==> src/rtl/control_sequencer.sv <==
// Hardwired Moore control unit: fetch, decode and execute micro-steps for
// load/store and immediate-ALU instructions, producing one-hot datapath strobes.
module control_sequencer #(
  parameter int OPW = 5
) (
  input  logic        clock,
  input  logic        clear,
  input  logic [31:0] IR,
  output logic        PCout,
  output logic        PCin,
  output logic        IncPC,
  output logic        MARin,
  output logic        MDRin,
  output logic        MDRout,
  output logic        MD_read,
  output logic        Read,
  output logic        Write,
  output logic        IRin,
  output logic        Yin,
  output logic        Zlowin,
  output logic        Zlowout,
  output logic        Gra,
  output logic        Grb,
  output logic        Rin,
  output logic        Rout,
  output logic        BAout,
  output logic        Csignout,
  output logic        ADD,
  output logic        AND,
  output logic        OR,
  output logic        Run,
  output logic [4:0]  state
);

  typedef enum logic [4:0] {
    S_IDLE   = 5'd0,
    S_T0     = 5'd1,
    S_T1     = 5'd2,
    S_T2     = 5'd3,
    S_T3     = 5'd4,
    S_T4     = 5'd5,
    S_T5     = 5'd6,
    S_T6     = 5'd7,
    S_T7     = 5'd8,
    S_T8     = 5'd9,
    S_HALTED = 5'd31
  } state_t;

  localparam logic [OPW-1:0] OP_LD   = OPW'(5'b00000);
  localparam logic [OPW-1:0] OP_LDI  = OPW'(5'b00001);
  localparam logic [OPW-1:0] OP_ST   = OPW'(5'b00010);
  localparam logic [OPW-1:0] OP_ADDI = OPW'(5'b01100);
  localparam logic [OPW-1:0] OP_ANDI = OPW'(5'b01101);
  localparam logic [OPW-1:0] OP_ORI  = OPW'(5'b01110);
  localparam logic [OPW-1:0] OP_HALT = OPW'(5'b11011);

  state_t         cur, nxt;
  logic [OPW-1:0] opcode;
  logic [OPW-1:0] ir_op;
  logic           ir_exec;
  logic           mem_op;
  logic           unused_ir_bits;

  assign ir_op          = IR[31 -: OPW];
  assign unused_ir_bits = ^IR[31-OPW:0];
  assign state          = cur;

  // Only these opcodes leave decode for T4; nop and illegal codes refetch.
  assign ir_exec = (ir_op == OP_LD)   || (ir_op == OP_LDI)  || (ir_op == OP_ST) ||
                   (ir_op == OP_ADDI) || (ir_op == OP_ANDI) || (ir_op == OP_ORI);
  assign mem_op  = (opcode == OP_LD) || (opcode == OP_LDI) || (opcode == OP_ST);

  always_ff @(posedge clock or posedge clear) begin
    if (clear) begin
      cur    <= S_IDLE;
      opcode <= '0;
    end else begin
      cur <= nxt;
      if (cur == S_T3) opcode <= ir_op;
    end
  end

  always_comb begin
    nxt      = cur;
    PCout    = 1'b0;
    PCin     = 1'b0;
    IncPC    = 1'b0;
    MARin    = 1'b0;
    MDRin    = 1'b0;
    MDRout   = 1'b0;
    MD_read  = 1'b0;
    Read     = 1'b0;
    Write    = 1'b0;
    IRin     = 1'b0;
    Yin      = 1'b0;
    Zlowin   = 1'b0;
    Zlowout  = 1'b0;
    Gra      = 1'b0;
    Grb      = 1'b0;
    Rin      = 1'b0;
    Rout     = 1'b0;
    BAout    = 1'b0;
    Csignout = 1'b0;
    ADD      = 1'b0;
    AND      = 1'b0;
    OR       = 1'b0;
    Run      = 1'b1;
    case (cur)
      S_IDLE: begin
        Run = 1'b0;
        nxt = S_T0;
      end
      S_T0: begin
        PCout = 1'b1; MARin = 1'b1; IncPC = 1'b1; Zlowin = 1'b1;
        nxt = S_T1;
      end
      S_T1: begin
        Zlowout = 1'b1; PCin = 1'b1; Read = 1'b1; MD_read = 1'b1; MDRin = 1'b1;
        nxt = S_T2;
      end
      S_T2: begin
        MDRout = 1'b1; IRin = 1'b1;
        nxt = S_T3;
      end
      S_T3: begin
        if (ir_op == OP_HALT) nxt = S_HALTED;
        else if (ir_exec)     nxt = S_T4;
        else                  nxt = S_T0;
      end
      S_T4: begin
        Grb = 1'b1; Yin = 1'b1;
        if (mem_op) BAout = 1'b1;
        else        Rout  = 1'b1;
        nxt = S_T5;
      end
      S_T5: begin
        Csignout = 1'b1; Zlowin = 1'b1;
        if (opcode == OP_ANDI)     AND = 1'b1;
        else if (opcode == OP_ORI) OR  = 1'b1;
        else                       ADD = 1'b1;
        nxt = S_T6;
      end
      S_T6: begin
        Zlowout = 1'b1;
        if (opcode == OP_LD || opcode == OP_ST) begin
          MARin = 1'b1;
          nxt   = S_T7;
        end else begin
          Gra = 1'b1; Rin = 1'b1;
          nxt = S_T0;
        end
      end
      S_T7: begin
        MDRin = 1'b1;
        // Store takes MDR from the bus; load takes it from memory.
        if (opcode == OP_ST) begin
          Gra = 1'b1; Rout = 1'b1;
        end else begin
          Read = 1'b1; MD_read = 1'b1;
        end
        nxt = S_T8;
      end
      S_T8: begin
        if (opcode == OP_ST) Write = 1'b1;
        else begin
          MDRout = 1'b1; Gra = 1'b1; Rin = 1'b1;
        end
        nxt = S_T0;
      end
      S_HALTED: begin
        Run = 1'b0;
        nxt = S_HALTED;
      end
      default: begin
        Run = 1'b0;
        nxt = S_IDLE;
      end
    endcase
  end

endmodule

==> config.mk <==
export PLATFORM = sky130hd
export DESIGN_NAME = control_sequencer
export DESIGN_NICKNAME = d
export VERILOG_FILES = /design/src/rtl/control_sequencer.sv
export SDC_FILE = /design/constraint.sdc
export NUM_CORES = 1
export LEC_CHECK = 0
export CELL_PAD_IN_SITES_DETAIL_PLACEMENT = 0
export CELL_PAD_IN_SITES_GLOBAL_PLACEMENT = 1
export CORE_MARGIN = 2
export CORE_UTILIZATION = 22
export DETAILED_ROUTE_END_ITERATION = 6
export GPL_TIMING_DRIVEN = 0
export PLACE_DENSITY_LB_ADDON = 0.05
export SKIP_CTS_REPAIR_TIMING = 1
export SLEW_MARGIN = 40
export SYNTH_ARGS = -nofsm -noshare
export SYNTH_HDL_FRONTEND = slang
export SYNTH_SLANG_ARGS = --single-unit
==> constraint.sdc <==
create_clock -name clock -period 2.1 [get_ports clock]
set_clock_uncertainty 0.2 [all_clocks]
set_input_delay 0.42 -clock clock [delete_from_list [all_inputs] [get_ports clock]]
set_output_delay 0.42 -clock clock [all_outputs]
set_load 0.02 [all_outputs]
==> run summary <==
Warnings, synthesis: 0
Worst path bufs/invs: 1
Met2 Use GR: 19.6%
Sequential-to-total area share from yosys stat: 30.2%
LEAKAGE: 0.754 nW
Post-synth EDFFs: 0
Post-DP HPWL: 1.90 mm
IO Pins: 62
Clock H-tree levels: 1
Crit path depth: 4
Cell depth of the worst flop-to-flop path: 4
Final setup violation count: 11
Max-cap violations: 0
Clock Tree Buf Depth: 2
Avg Cell Area, Syn: 8.28 µm²
Slew at the pin with the worst max-slew slack: 0.380 ns
Crit-path max FO: 3
Commonest cells after routing, fill and taps aside: 27 x buf_4, 17 x buf_6, 11 x clkdlybuf4s50_1
WL/cell: 12.5 µm
Nets: 193
Power density cells: 1530 nW/µm²
Status: finished, violations left
Setup repair after global routing missed its margin: yes
Initial DRT Pass Iterations: 4
Slew headroom: 74.7%
First-pass GRT wire length: 3.86 mm
Die width: 65.4 µm
Area delta synth->final: 93.2%
Drt via density: 4.54
Slew Limit Fails: 0
Critical Path Max Stage Delay: 0.57 ns
Distinct cells, synth: 35
Cell family with the largest share of critical-path delay: simple AND/OR/NAND/NOR gates
Fin util: 44.0%
Design Power: 2.44 mW
Die Ht: 65.4 µm
Setup crit end kind: primary output
Hold Fails Final Rpt: 0
TritonCTS clock tree: built
Synth Instances: 100
Top cells by area, synth: dfrtp_1 30%, mux2_2 6.8%, nand2_1 5.0%, nor2_1 5.0%, and2_1 3.8%
Starting Density: 22.8%
Critical Path RT: 1.48 ns
IO buf count: 34
DRC Markers: 0
Vias in the first global route: 816
Synth area leader: dfrtp_1
Final worst slack: -0.224 ns
Post-synthesis cell area: 828 µm²
Total number of vias: 935
Failing checks: negative setup slack
Layout cells sized above 1: 57.0%
Initial antenna violation count: 0
Post-Place Cells: 182
Final antenna diode count: 0
Final GP Congestion: 0.704
Num rows: 22
Non-Filler Instances: 206
Largest net degree at the start of global routing: 11
Number of synthesized register bits: 10
Worst path cell trace: or4_4, a32oi_2, mux2i_1, buf_2
Startpoint types: flop
Asr flop ratio synth: 100%
Die area: 4270 µm²
Core box area: 3630 µm²
Root Buffer: clkbuf_8
All-Layer GR Usage: 11.7%
Register clock-pin slew on the reported worst setup and hold paths: 0.05 ns
Peak supply drop: 523 µV
GRT overflow: 0
Syn Nets: 134
CTS Sinks: 10
Critical-path top delay cell: or4_4
Fin crit share: 111%
CTS Buf Count: 3
Worst EP arrival: 1.70 ns
Commonest non-fill, non-tap cell in the layout: buf_4
Synth top area share: 30.2%
Leading register cell type out of synthesis: dfrtp_1
Period minus WS final: 2.32 ns
Number of DRC markers in iteration 0: 22
Worst hold path type: input port to asynchronous set/reset pin
GRT met1 Usage: 15.0%
GR Layer Usage met3: 3.94%
Final antenna-violating net count: 0
Routed wire length: 2.57 mm
Critical path class: flop to primary output
GRT Max-Usage Layer: met2
Max Fclk: 0.430 GHz
Clock latency on the worst-skew pair: 0.24 ns
==> routing by layer <==
layer  up-vias  share of wire (%)
met5         -                  0
met3         2                4.6
li1        472                  -
met2        17                 52
met4         0               0.47
met1       444                 43
==> power breakdown <==
group / total (mW) / internal [mW] / leakage (nW) / switching [mW]
Clock: 0.241 / 0.165 / 0.0288 / 0.0764
Sequential: 0.371 / 0.279 / 0.118 / 0.0919
Combinational: 1.83 / 0.918 / 0.607 / 0.914
Total: 2.44 / 1.36 / 0.754 / 1.08
==> flip-flops by register name, indices dropped and copies added, names as in the netlist <==
register and flops:
state 5, opcode 5
==> final timing paths <==
| check | from | slack (ns) | end |
|---|---|---|---|
| worst min register to register | opcode[0]$_DFFE_PP0P_ | 0.34 | opcode[0]$_DFFE_PP0P_ |
| worst max register to register | state[3]$_DFF_PP0_ | 0.49 | opcode[0]$_DFFE_PP0P_ |
| max in group asynchronous | clear | 1.14 | state[4]$_DFF_PP0_ |
| worst min-delay path | clear | 0.26 | state[2]$_DFF_PP0_ |
| worst max-delay path | opcode[0]$_DFFE_PP0P_ | -0.22 | Gra |
| min in group clock | opcode[0]$_DFFE_PP0P_ | 0.34 | opcode[0]$_DFFE_PP0P_ |
==> synthesized netlist by cell type (2+ instances only) <==
cell and instances:
nor3_1 5, mux2_2 5, a21oi_1 2, nor3b_2 2
a211oi_1 3, o21ai_0 4, and3_1 3, nand4_1 3
nand2_1 11, xor2_1 2, nor2b_1 3, buf_2 3
or3_1 2, nand3_1 3, nor2_1 11, buf_4 3
dfrtp_1 10, inv_1 3, mux2i_1 2, and2_1 5
==> kinds of logic after synthesis <==
| kind of cell | count (synthesis) | synth area share, % |
|---|---|---|
| mux | 7 | 9.21 |
| simple gates | 55 | 38.5 |
| flops | 10 | 30.2 |
| compound gates | 15 | 12.1 |
| xor+xnor | 2 | 2.12 |
| buf+inv | 11 | 7.85 |
==> metrics by stage <==
| stage | TNS [ns] | hold slack [ns] | instance area [µm²] | setup slack [ns] |
|---|---|---|---|---|
| global placement | -9.26 | 0.399 | 1260 | -0.631 |
| finish | -1.27 | 0.260 | 1600 | -0.224 |
| floorplan | -0.205 | 0.0601 | 862 | -0.0832 |
| detailed placement | -9.18 | 0.399 | 1260 | -0.626 |
| global route | -2.39 | 0.295 | 1600 | -0.278 |
| CTS | -15.14 | 0.278 | 1320 | -0.887 |
==> area by class of cell <==
| class | count | area, µm² |
|---|---|---|
| tap | 48 | 60.1 |
| fill | 398 | 2030 |
| inverter | 3 | 11.3 |
| sequential | 10 | 253 |
| timing repair buffer | 55 | 490 |
| buffer | 7 | 71.3 |
| multi-input combinational | 79 | 659 |
| clock buffer | 4 | 55.1 |
No activity file was read; power rests on OpenSTA's default activity.
